==> config.mk <==
export PLATFORM = sky130hd
export DESIGN_NAME = detect_event_logger
export DESIGN_NICKNAME = d
export VERILOG_FILES = /design/src/rtl/detect_pkg.sv /design/src/rtl/detect_ts_fifo.sv /design/src/rtl/detect_event_logger.sv
export SDC_FILE = /design/constraint.sdc
export NUM_CORES = 1
export LEC_CHECK = 0
export ABC_AREA = 0
export ABC_CLOCK_PERIOD_IN_PS = 6940
export BUFFER_PORTS_ARGS = -buffer_cell sky130_fd_sc_hd__buf_2
export CAP_MARGIN = 20
export CORE_ASPECT_RATIO = 0.8
export CORE_MARGIN = 8
export CORE_UTILIZATION = 60
export CTS_CLUSTER_SIZE = 40
export DETAILED_ROUTE_END_ITERATION = 7
export GPL_ROUTABILITY_DRIVEN = 0
export PLACE_DENSITY = 0.8
export REMOVE_ABC_BUFFERS = 1
export SLEW_MARGIN = 15
export SYNTH_ARGS = -nofsm -noshare
export SYNTH_HDL_FRONTEND = slang
export SYNTH_SLANG_ARGS = --single-unit
==> constraint.sdc <==
create_clock -name clk -period 6.94 [get_ports clk]
set_input_delay 2.082 -clock clk [delete_from_list [all_inputs] [get_ports clk]]
set_output_delay 2.082 -clock clk [all_outputs]
set_load 0.1 [all_outputs]
==> src/rtl/detect_pkg.sv <==
// rtl/detect_pkg.sv - shared widths and timestamp type for the 01110 detector and its event logger
package detect_pkg;
    localparam int TS_W_DEF  = 16;
    localparam int DEPTH_DEF = 4;
    localparam int CNT_W_DEF = 8;

    typedef logic [TS_W_DEF-1:0] ts_t;
endpackage

==> src/rtl/detect_ts_fifo.sv <==
// rtl/detect_ts_fifo.sv - synchronous timestamp FIFO with registered head, valid and level
module detect_ts_fifo #(
    parameter  int W     = 16,
    parameter  int DEPTH = 4,
    localparam int AW    = $clog2(DEPTH),
    localparam int LW    = $clog2(DEPTH + 1)
) (
    input  logic          clk,
    input  logic          clr,
    input  logic          push_i,
    input  logic [W-1:0]  push_data_i,
    input  logic          pop_i,
    output logic          full_o,
    output logic          empty_o,
    output logic [LW-1:0] level_o,
    output logic          valid_o,
    output logic [W-1:0]  head_o
);
    logic [W-1:0]  mem_q [DEPTH];
    logic [AW-1:0] rd_q, rd_d, wr_q, wr_d;
    logic [LW-1:0] level_q, level_d;
    logic [W-1:0]  head_q, head_d;
    logic          valid_q;
    logic          do_push;

    assign full_o  = (level_q == LW'(DEPTH));
    assign empty_o = (level_q == '0);
    assign level_o = level_q;
    assign valid_o = valid_q;
    assign head_o  = head_q;

    always_comb begin
        do_push = push_i && (!full_o || pop_i);
        wr_d    = wr_q + AW'(do_push);
        rd_d    = rd_q + AW'(pop_i);
        level_d = level_q + LW'(do_push) - LW'(pop_i);
        head_d  = '0;
        // A push into a FIFO that is empty after this edge's pop becomes the new head directly.
        if (level_d != '0) begin
            head_d = (do_push && (wr_q == rd_d)) ? push_data_i : mem_q[rd_d];
        end
    end

    always_ff @(posedge clk) begin
        if (do_push) begin
            mem_q[wr_q] <= push_data_i;
        end
    end

    always_ff @(posedge clk) begin
        if (clr) begin
            rd_q    <= '0;
            wr_q    <= '0;
            level_q <= '0;
            head_q  <= '0;
            valid_q <= 1'b0;
        end else begin
            rd_q    <= rd_d;
            wr_q    <= wr_d;
            level_q <= level_d;
            head_q  <= head_d;
            valid_q <= (level_d != '0);
        end
    end
endmodule

==> src/rtl/detect_event_logger.sv <==
// rtl/detect_event_logger.sv - timestamps detector hits, buffers them and drains over valid/ready
module detect_event_logger
    import detect_pkg::*;
#(
    parameter  int TS_W  = TS_W_DEF,
    parameter  int DEPTH = DEPTH_DEF,
    parameter  int CNT_W = CNT_W_DEF,
    localparam int LW    = $clog2(DEPTH + 1)
) (
    input  logic             clk,
    input  logic             clr,
    input  logic             Z,
    input  logic             ovf_clr,
    output logic             m_valid,
    input  logic             m_ready,
    output logic [TS_W-1:0]  m_ts,
    output logic [LW-1:0]    level,
    output logic [CNT_W-1:0] hit_cnt,
    output logic             overflow
);
    logic [TS_W-1:0]  ts_q, ts_d;
    logic [CNT_W-1:0] hit_q, hit_d;
    logic             ovf_q, ovf_d;
    logic             full, empty, pop, drop;

    assign pop = m_ready && !empty;

    always_comb begin
        ts_d  = ts_q + TS_W'(1);
        hit_d = hit_q;
        if (Z && (hit_q != '1)) begin
            hit_d = hit_q + CNT_W'(1);
        end
        // A pop in the same cycle frees the slot, so only a hit on a full, stalled FIFO is lost.
        drop  = Z && full && !pop;
        ovf_d = ovf_q;
        if (drop) begin
            ovf_d = 1'b1;
        end else if (ovf_clr) begin
            ovf_d = 1'b0;
        end
    end

    always_ff @(posedge clk) begin
        if (clr) begin
            ts_q  <= '0;
            hit_q <= '0;
            ovf_q <= 1'b0;
        end else begin
            ts_q  <= ts_d;
            hit_q <= hit_d;
            ovf_q <= ovf_d;
        end
    end

    detect_ts_fifo #(
        .W     (TS_W),
        .DEPTH (DEPTH)
    ) u_fifo (
        .clk         (clk),
        .clr         (clr),
        .push_i      (Z),
        .push_data_i (ts_q),
        .pop_i       (pop),
        .full_o      (full),
        .empty_o     (empty),
        .level_o     (level),
        .valid_o     (m_valid),
        .head_o      (m_ts)
    );

    assign hit_cnt  = hit_q;
    assign overflow = ovf_q;
endmodule

==> results of run 1 <==
[layer usage]
metal,vias to the layer above,GRT usage (%),wire length [um]
met4,0,9.97,149
met5,-,0,0
met3,15,5.60,409
met1,1263,19.5,3570
met2,61,27.0,3910
li1,1184,-,-
[power by group through the flow]
stage | sequential [mW] | clock, mW | combinational [mW]
global placement | 0.845 | 0 | 0.831
finish | 0.835 | 0.905 | 0.847
detailed placement | 0.847 | 0 | 0.848
floorplan | 1.23 | 0 | 0.324
global route | 0.845 | 0.945 | 0.888
CTS | 0.835 | 0.915 | 0.857
[state kept, by name, indices dropped and copies added (netlist names)]
name            cells
u_fifo.rd_q         2
u_fifo.head_o      16
overflow            1
hit_cnt             8
u_fifo.level_o      3
u_fifo.valid_o      1
u_fifo.mem_q       64
ts_q               16
u_fifo.wr_q         2
[final cells by class]
cell class,count,area (um2)
multi-input combinational,164,1420
clock inverter,12,188
clock buffer,20,435
timing repair buffer,35,180
inverter,10,37.5
sequential,113,2900
tap,90,113
fill,454,2040
[cells in the mapped netlist (all sizes together) (2+ instances only)]
master	instances	area, um2
nor2b	6	37.5
xor2	11	104
nor3	4	20.0
o2111ai	2	17.5
and3	5	31.3
nor4	2	27.5
nor2	45	169
mux4	16	364
o21ai	2	10.0
ha	5	62.6
nand3	8	40.0
nand2	6	22.5
dfxtp	49	981
buf	3	42.5
xnor2	11	96.3
mux2	2	22.5
and4	2	17.5
o211ai	2	15.0
nand4	5	46.3
inv	10	37.5
clkbuf	9	75.1
edfxtp	64	1920
mux2i	18	180
[how the worst max path moves through the flow]
stage,startpoint,endpoint,slack [ps],cells after the start
2_1_floorplan,m_ready,u_fifo.head_o[0]$_SDFF_PP0_,2910,7
3_3_place_gp,m_ready,u_fifo.head_o[1]$_SDFF_PP0_,2370,8
3_5_place_dp,m_ready,u_fifo.head_o[1]$_SDFF_PP0_,2260,8
4_1_cts,m_ready,u_fifo.head_o[4]$_SDFF_PP0_,2720,8
5_1_grt,m_ready,u_fifo.head_o[4]$_SDFF_PP0_,2760,11
6_report,m_ready,u_fifo.head_o[4]$_SDFF_PP0_,2930,11
[cells by family (layout without fill, tap and decap cells)]
logic type,after synthesis,count (layout)
compound gates,12,12
xor+xnor,23,23
fa+ha+maj,6,6
buf+inv,22,77
flops,113,113
mux,36,36
simple gates,87,87
[critical path, stage by stage]
cell and delay [ps]:
buf_2 120, or4b_4 520, nand2_1 170, inv_1 110
ha_1 210, inv_1 60, fa_1 180, xor2_1 170
xnor2_1 160, a31o_2 460, nor2_1 130
[metrics by stage]
stage / hold slack (ps) / cell area (um2)
floorplan: 475 / 4350
global placement: 463 / 4650
detailed placement: 492 / 4650
CTS: 504 / 5280
global route: 533 / 5280
finish: 503 / 5280
==> flow_summary.yaml, run 1 <==
worst_setup_path:
  required_ps: 7320
  start_kind: "primary input"
  ff2ff_setup_slack_ps: 4030
  cp.arrival_ps: 4390
  reg2reg_from: "u_fifo.level_o[1]$_SDFF_PP0_"
  crit_fanout: 17
  r2r_end: "u_fifo.head_o[4]$_SDFF_PP0_"
  ff2ff_path_depth: 7
  path_class: "in -> reg"
  end_kind: "flip-flop"
power_and_ir_drop:
  p_per_area_nw_per_um2: 490
  p_comb_share_pct: 32.7
  p_seq_share_pct: 32.3
  power_leakage_nw: 2.08
  power.share.clock_pct: 35.0
  switching_share_pct: 36.1
  ir_worst_vdd_uv: 229
  switchingPower_mw: 0.933
  p_int_mw: 1.65
  power_mw: 2.59
logic_synthesis:
  yosysWarnings: 0
  yosys_register_bits: 113
  synth_flop_cell: "edfxtp_1"
  synthArstFlopShare_pct: 0
  synth-seq-area-share_pct: 65.0
  synth_xor_area_share_pct: 4.99
  post_synth_fa_ha_maj_area_fraction_pct: 1.85
  yosys.area_share.simple_pct: 10.0
  synth_cell_types: 42
  synth_top_family_by_area: "multiplexers"
  syn_area_per_cell_um2: 14.9
  netlist_instances: 299
  synthMuxAreaShare_pct: 12.7
  syn_area_um2: 4460
  synth_compound_area_share_pct: 1.93
  synth_edf_count: 64
sta:
  hold_viol: 0
  drv_slew: 0
  tns_ps: 0
  rsz0062_at_grt: "no"
  fin_crit_sh_pct: 57.7
  slew_headroom_pct: 29.5
  fmax_mhz: 250
  finClkSkew_ps: 6.40
  worst-slew-pin-transition_ps: 1060
  setup_violations: 0
  setup_ws_ps: 2930
  min_period_ps: 4010
clocking:
  cts_tree: "built"
  path_clk_slew_ps: 50
  clk_latency_ps: 520
  hold_buffers: 0
  clockBufferDepth: 2
  htreeDepth: 4
  post_cts_resize_count: 0
  post-cts-setup-buffer-count: 0
  cts_buffers: 17
  cts-root-buf: "clkbuf_8"
  numClockSinks: 113
floorplanning:
  io_pins: 34
  coreArea_um2: 7320
  dieWidth_um: 112
  die_y_um: 93.2
  initial_core_util_pct: 61.0
  num_rows: 28
  die_area_um2: 10500
cells_and_area:
  final_core_utilization_pct: 72.1
  mostFrequentLayoutCells: "edfxtp_1, dfxtp_1, nor2_1"
  layout-drive-gt1-share_pct: 25.1
  final_common_cell: "edfxtp_1"
  syn_to_final_growth_pct: 18.2
  instances_no_fill: 444
  diodes: 0
  final_nets: 352
routing:
  drt-initial-drc-count: 119
  drc: 0
  dr.pass1.iters: 4
  wl_mm: 8.04
  wl_per_cell_um: 18.1
  via_per_inst: 5.68
  vias: 2523
  drtAntennaViolNets: 0
worst_hold_path:
  min-delay-start: "overflow$_SDFFE_PP0P_"
  min_path_cells: 2
  holdPathEnd: "overflow$_SDFFE_PP0P_"
  min-delay-path-class: "reg -> reg"
global_route:
  grt_max_degree: 36
  grt_use_total_pct: 16.8
  antenna_found_initial: 0
  grt.overflow.total: 0
  grt_pass1_wl_mm: 13.3
  first_global_vias: 2621
place:
  io_buffer_count: 33
  dp_cells: 412
  dpl.hpwl_mm: 4.80
  dp_slack_ps: 2260
flow_run:
  maxCapViolations: 0
run_status:
  outcome: "finished clean"
Power figures use the tool's default switching activity.
==> run 2: changes to the inputs <==
--- a/config.mk
+++ b/config.mk
@@ -6,16 +6,16 @@
 export NUM_CORES = 1
 export LEC_CHECK = 0
 export ABC_AREA = 0
-export ABC_CLOCK_PERIOD_IN_PS = 6940
+export ABC_CLOCK_PERIOD_IN_PS = 3990
 export BUFFER_PORTS_ARGS = -buffer_cell sky130_fd_sc_hd__buf_2
 export CAP_MARGIN = 20
 export CORE_ASPECT_RATIO = 0.8
 export CORE_MARGIN = 8
-export CORE_UTILIZATION = 60
+export CORE_UTILIZATION = 59
 export CTS_CLUSTER_SIZE = 40
 export DETAILED_ROUTE_END_ITERATION = 7
 export GPL_ROUTABILITY_DRIVEN = 0
-export PLACE_DENSITY = 0.8
+export PLACE_DENSITY = 0.78
 export REMOVE_ABC_BUFFERS = 1
 export SLEW_MARGIN = 15
 export SYNTH_ARGS = -nofsm -noshare
==> constraint.sdc (replaced) <==
create_clock -name clk -period 3.99 [get_ports clk]
set_input_delay 1.197 -clock clk [delete_from_list [all_inputs] [get_ports clk]]
set_output_delay 1.197 -clock clk [all_outputs]
set_load 0.1 [all_outputs]
==> run 2 against run 1 <==
Critical path depth unchanged. Die area increased by 1.4%. Highest routed layer unchanged. Wire length fell by 0.62%. Largest power group is now combinational cells. Critical path type unchanged. Register-to-register slack got worse by 2800 ps. Power increased by 66%. Core utilization down 0.99 points.
==> flow_summary.yaml, run 2 (same netlist as run 1, synthesis figures left out) <==
worst_setup_path:
  end_kind: "flip-flop"
  slowest_delay_ps: 520
  path_delay_family: "simple AND/OR/NAND/NOR gates"
  slowest_stage: "or4b_4"
  path_class: "in -> reg"
  cp.arrival_ps: 3460
  cp_num_buf_inv: 3
  start_kind: "primary input"
  crit_top_cell: "inv_1"
  required_ps: 4360
  crit_fanout: 17
  path_cells: "buf_2 > or4b_4 > nand2_1 > inv_1 > ha_1 > inv_1 > fa_1 > xor2_1 > xnor2_1 > a31o_2 > nor2_1"
global_route:
  grt_use_total_pct: 16.5
  grt_max_degree: 19
  antenna_found_initial: 0
  grt_pass1_wl_mm: 13.1
  first_global_vias: 2567
  grt.overflow.total: 0
power_and_ir_drop:
  power_mw: 4.29
  switching_share_pct: 37.3
  power_leakage_nw: 2.08
  p_comb_share_pct: 35.0
  p_seq_share_pct: 33.7
  ir_worst_vdd_uv: 454
  p_per_area_nw_per_um2: 821
  switchingPower_mw: 1.60
  p_int_mw: 2.69
  power.share.clock_pct: 31.3
clocking:
  cts_tree: "built"
  cts-root-buf: "clkbuf_8"
  numClockSinks: 113
  post-cts-setup-buffer-count: 0
  clk_latency_ps: 500
  hold_buffers: 0
  cts_buffers: 17
  path_clk_slew_ps: 50
  htreeDepth: 4
  post_cts_resize_count: 0
  clockBufferDepth: 2
cells_and_area:
  final_core_utilization_pct: 71.1
  layout-drive-gt1-share_pct: 25.3
  largest_register_ffs: 64
  multi_input_area_um2: 1420
  fill_cells: 472
  mostFrequentLayoutCells: "edfxtp_1, dfxtp_1, nor2_1"
  diodes: 0
  final_nets: 357
  regArea_um2: 2900
  syn_to_final_growth_pct: 17.2
  final_common_cell: "edfxtp_1"
  regMostFlops: "u_fifo.mem_q"
routing:
  drt-initial-drc-count: 170
  via_per_inst: 5.64
  vias: 2534
  drc: 0
  dr.pass1.iters: 4
  wl_mm: 7.99
  drtAntennaViolNets: 0
  wl_per_cell_um: 17.8
sta:
  min_period_ps: 3090
  fmax_mhz: 324
  slew_headroom_pct: 37.3
  drv_slew: 0
  holdWs_ps: 499
  worst-slew-pin-transition_ps: 941
  fin_crit_sh_pct: 77.5
  rsz0062_at_grt: "no"
  finClkSkew_ps: 10.7
  tns_ps: 0
  hold_viol: 0
  setup_violations: 0
place:
  dpl.hpwl_mm: 4.91
  io_buffer_count: 33
run_status:
  outcome: "finished clean"
worst_hold_path:
  min-delay-path-class: "reg -> reg"
floorplanning:
  initial_core_util_pct: 60.7
  die_y_um: 93.8
  io_pins: 34
  dieWidth_um: 113
  die_area_um2: 10600
  num_rows: 28
  coreArea_um2: 7360
flow_run:
  maxCapViolations: 0
-- run 2: cell count changes in the layout (fill, tap and decap cells not counted) --
cell        delta
clkinv_2       +2
bufinv_16      -4
buf_4          +5
ha_1           +1
nor2_1         +1
ha_2           -1
clkinv_1       -1
clkbuf_8       +3
clkinvlp_4     -2
clkbuf_1       +2
nor2_2         -1
-- run 2: area by class of cell --
class,count,area share [%]
timing repair buffer,40,4.16
tap,90,2.15
inverter,10,0.718
clock buffer,25,9.26
sequential,113,55.5
multi-input combinational,164,27.1
clock inverter,7,1.12
-- run 2: path summary, 6_finish.rpt --
| check | startpoint | endpoint | slack (ps) | cells past startpoint |
|---|---|---|---|---|
| setup / recovery | m_ready | u_fifo.head_o[4]$_SDFF_PP0_ | 900 | 11 |
| hold / removal | overflow$_SDFFE_PP0P_ | overflow$_SDFFE_PP0P_ | 500 | 2 |
| setup reg to reg | u_fifo.level_o[1]$_SDFF_PP0_ | u_fifo.head_o[4]$_SDFF_PP0_ | 1260 | 10 |
| hold reg to reg | overflow$_SDFFE_PP0P_ | overflow$_SDFFE_PP0P_ | 500 | 2 |
-- run 2: power by group through the flow --
stage               Clock (mW)  Combinational, mW  Sequential, mW
CTS                       1.37               1.52            1.45
detailed placement           0               1.51            1.47
global route              1.42               1.59            1.46
floorplan                    0              0.564            2.14
finish                    1.35               1.50            1.45
global placement             0               1.49            1.46
-- run 2: through the flow --
stage          setup slack [ps]  instance area [um2]  std cells
2_1_floorplan               846                 4350        287
3_3_place_gp                525                 4690        417
3_5_place_dp                437                 4690        417
4_1_cts                     927                 5230        449
5_1_grt                     739                 5230        449
6_report                    900                 5230        449
-- run 2: layer usage --
| metal | global-route usage (%) | wire, um | up-vias |
|---|---|---|---|
| met5 | 0 | 0 | - |
| met4 | 8.41 | 116 | 0 |
| met3 | 5.01 | 473 | 9 |
| met2 | 26.5 | 3910 | 74 |
| met1 | 19.9 | 3500 | 1257 |
| li1 | - | - | 1194 |
-- run 2: worst register-to-register path, cell delays in order (launching register included) --
cell	delay, ps
dfxtp_1	370
or4b_4	600
nand2_1	160
inv_1	100
ha_1	200
inv_1	60
fa_1	190
xor2_1	190
xnor2_1	170
a31o_2	460
nor2_1	110
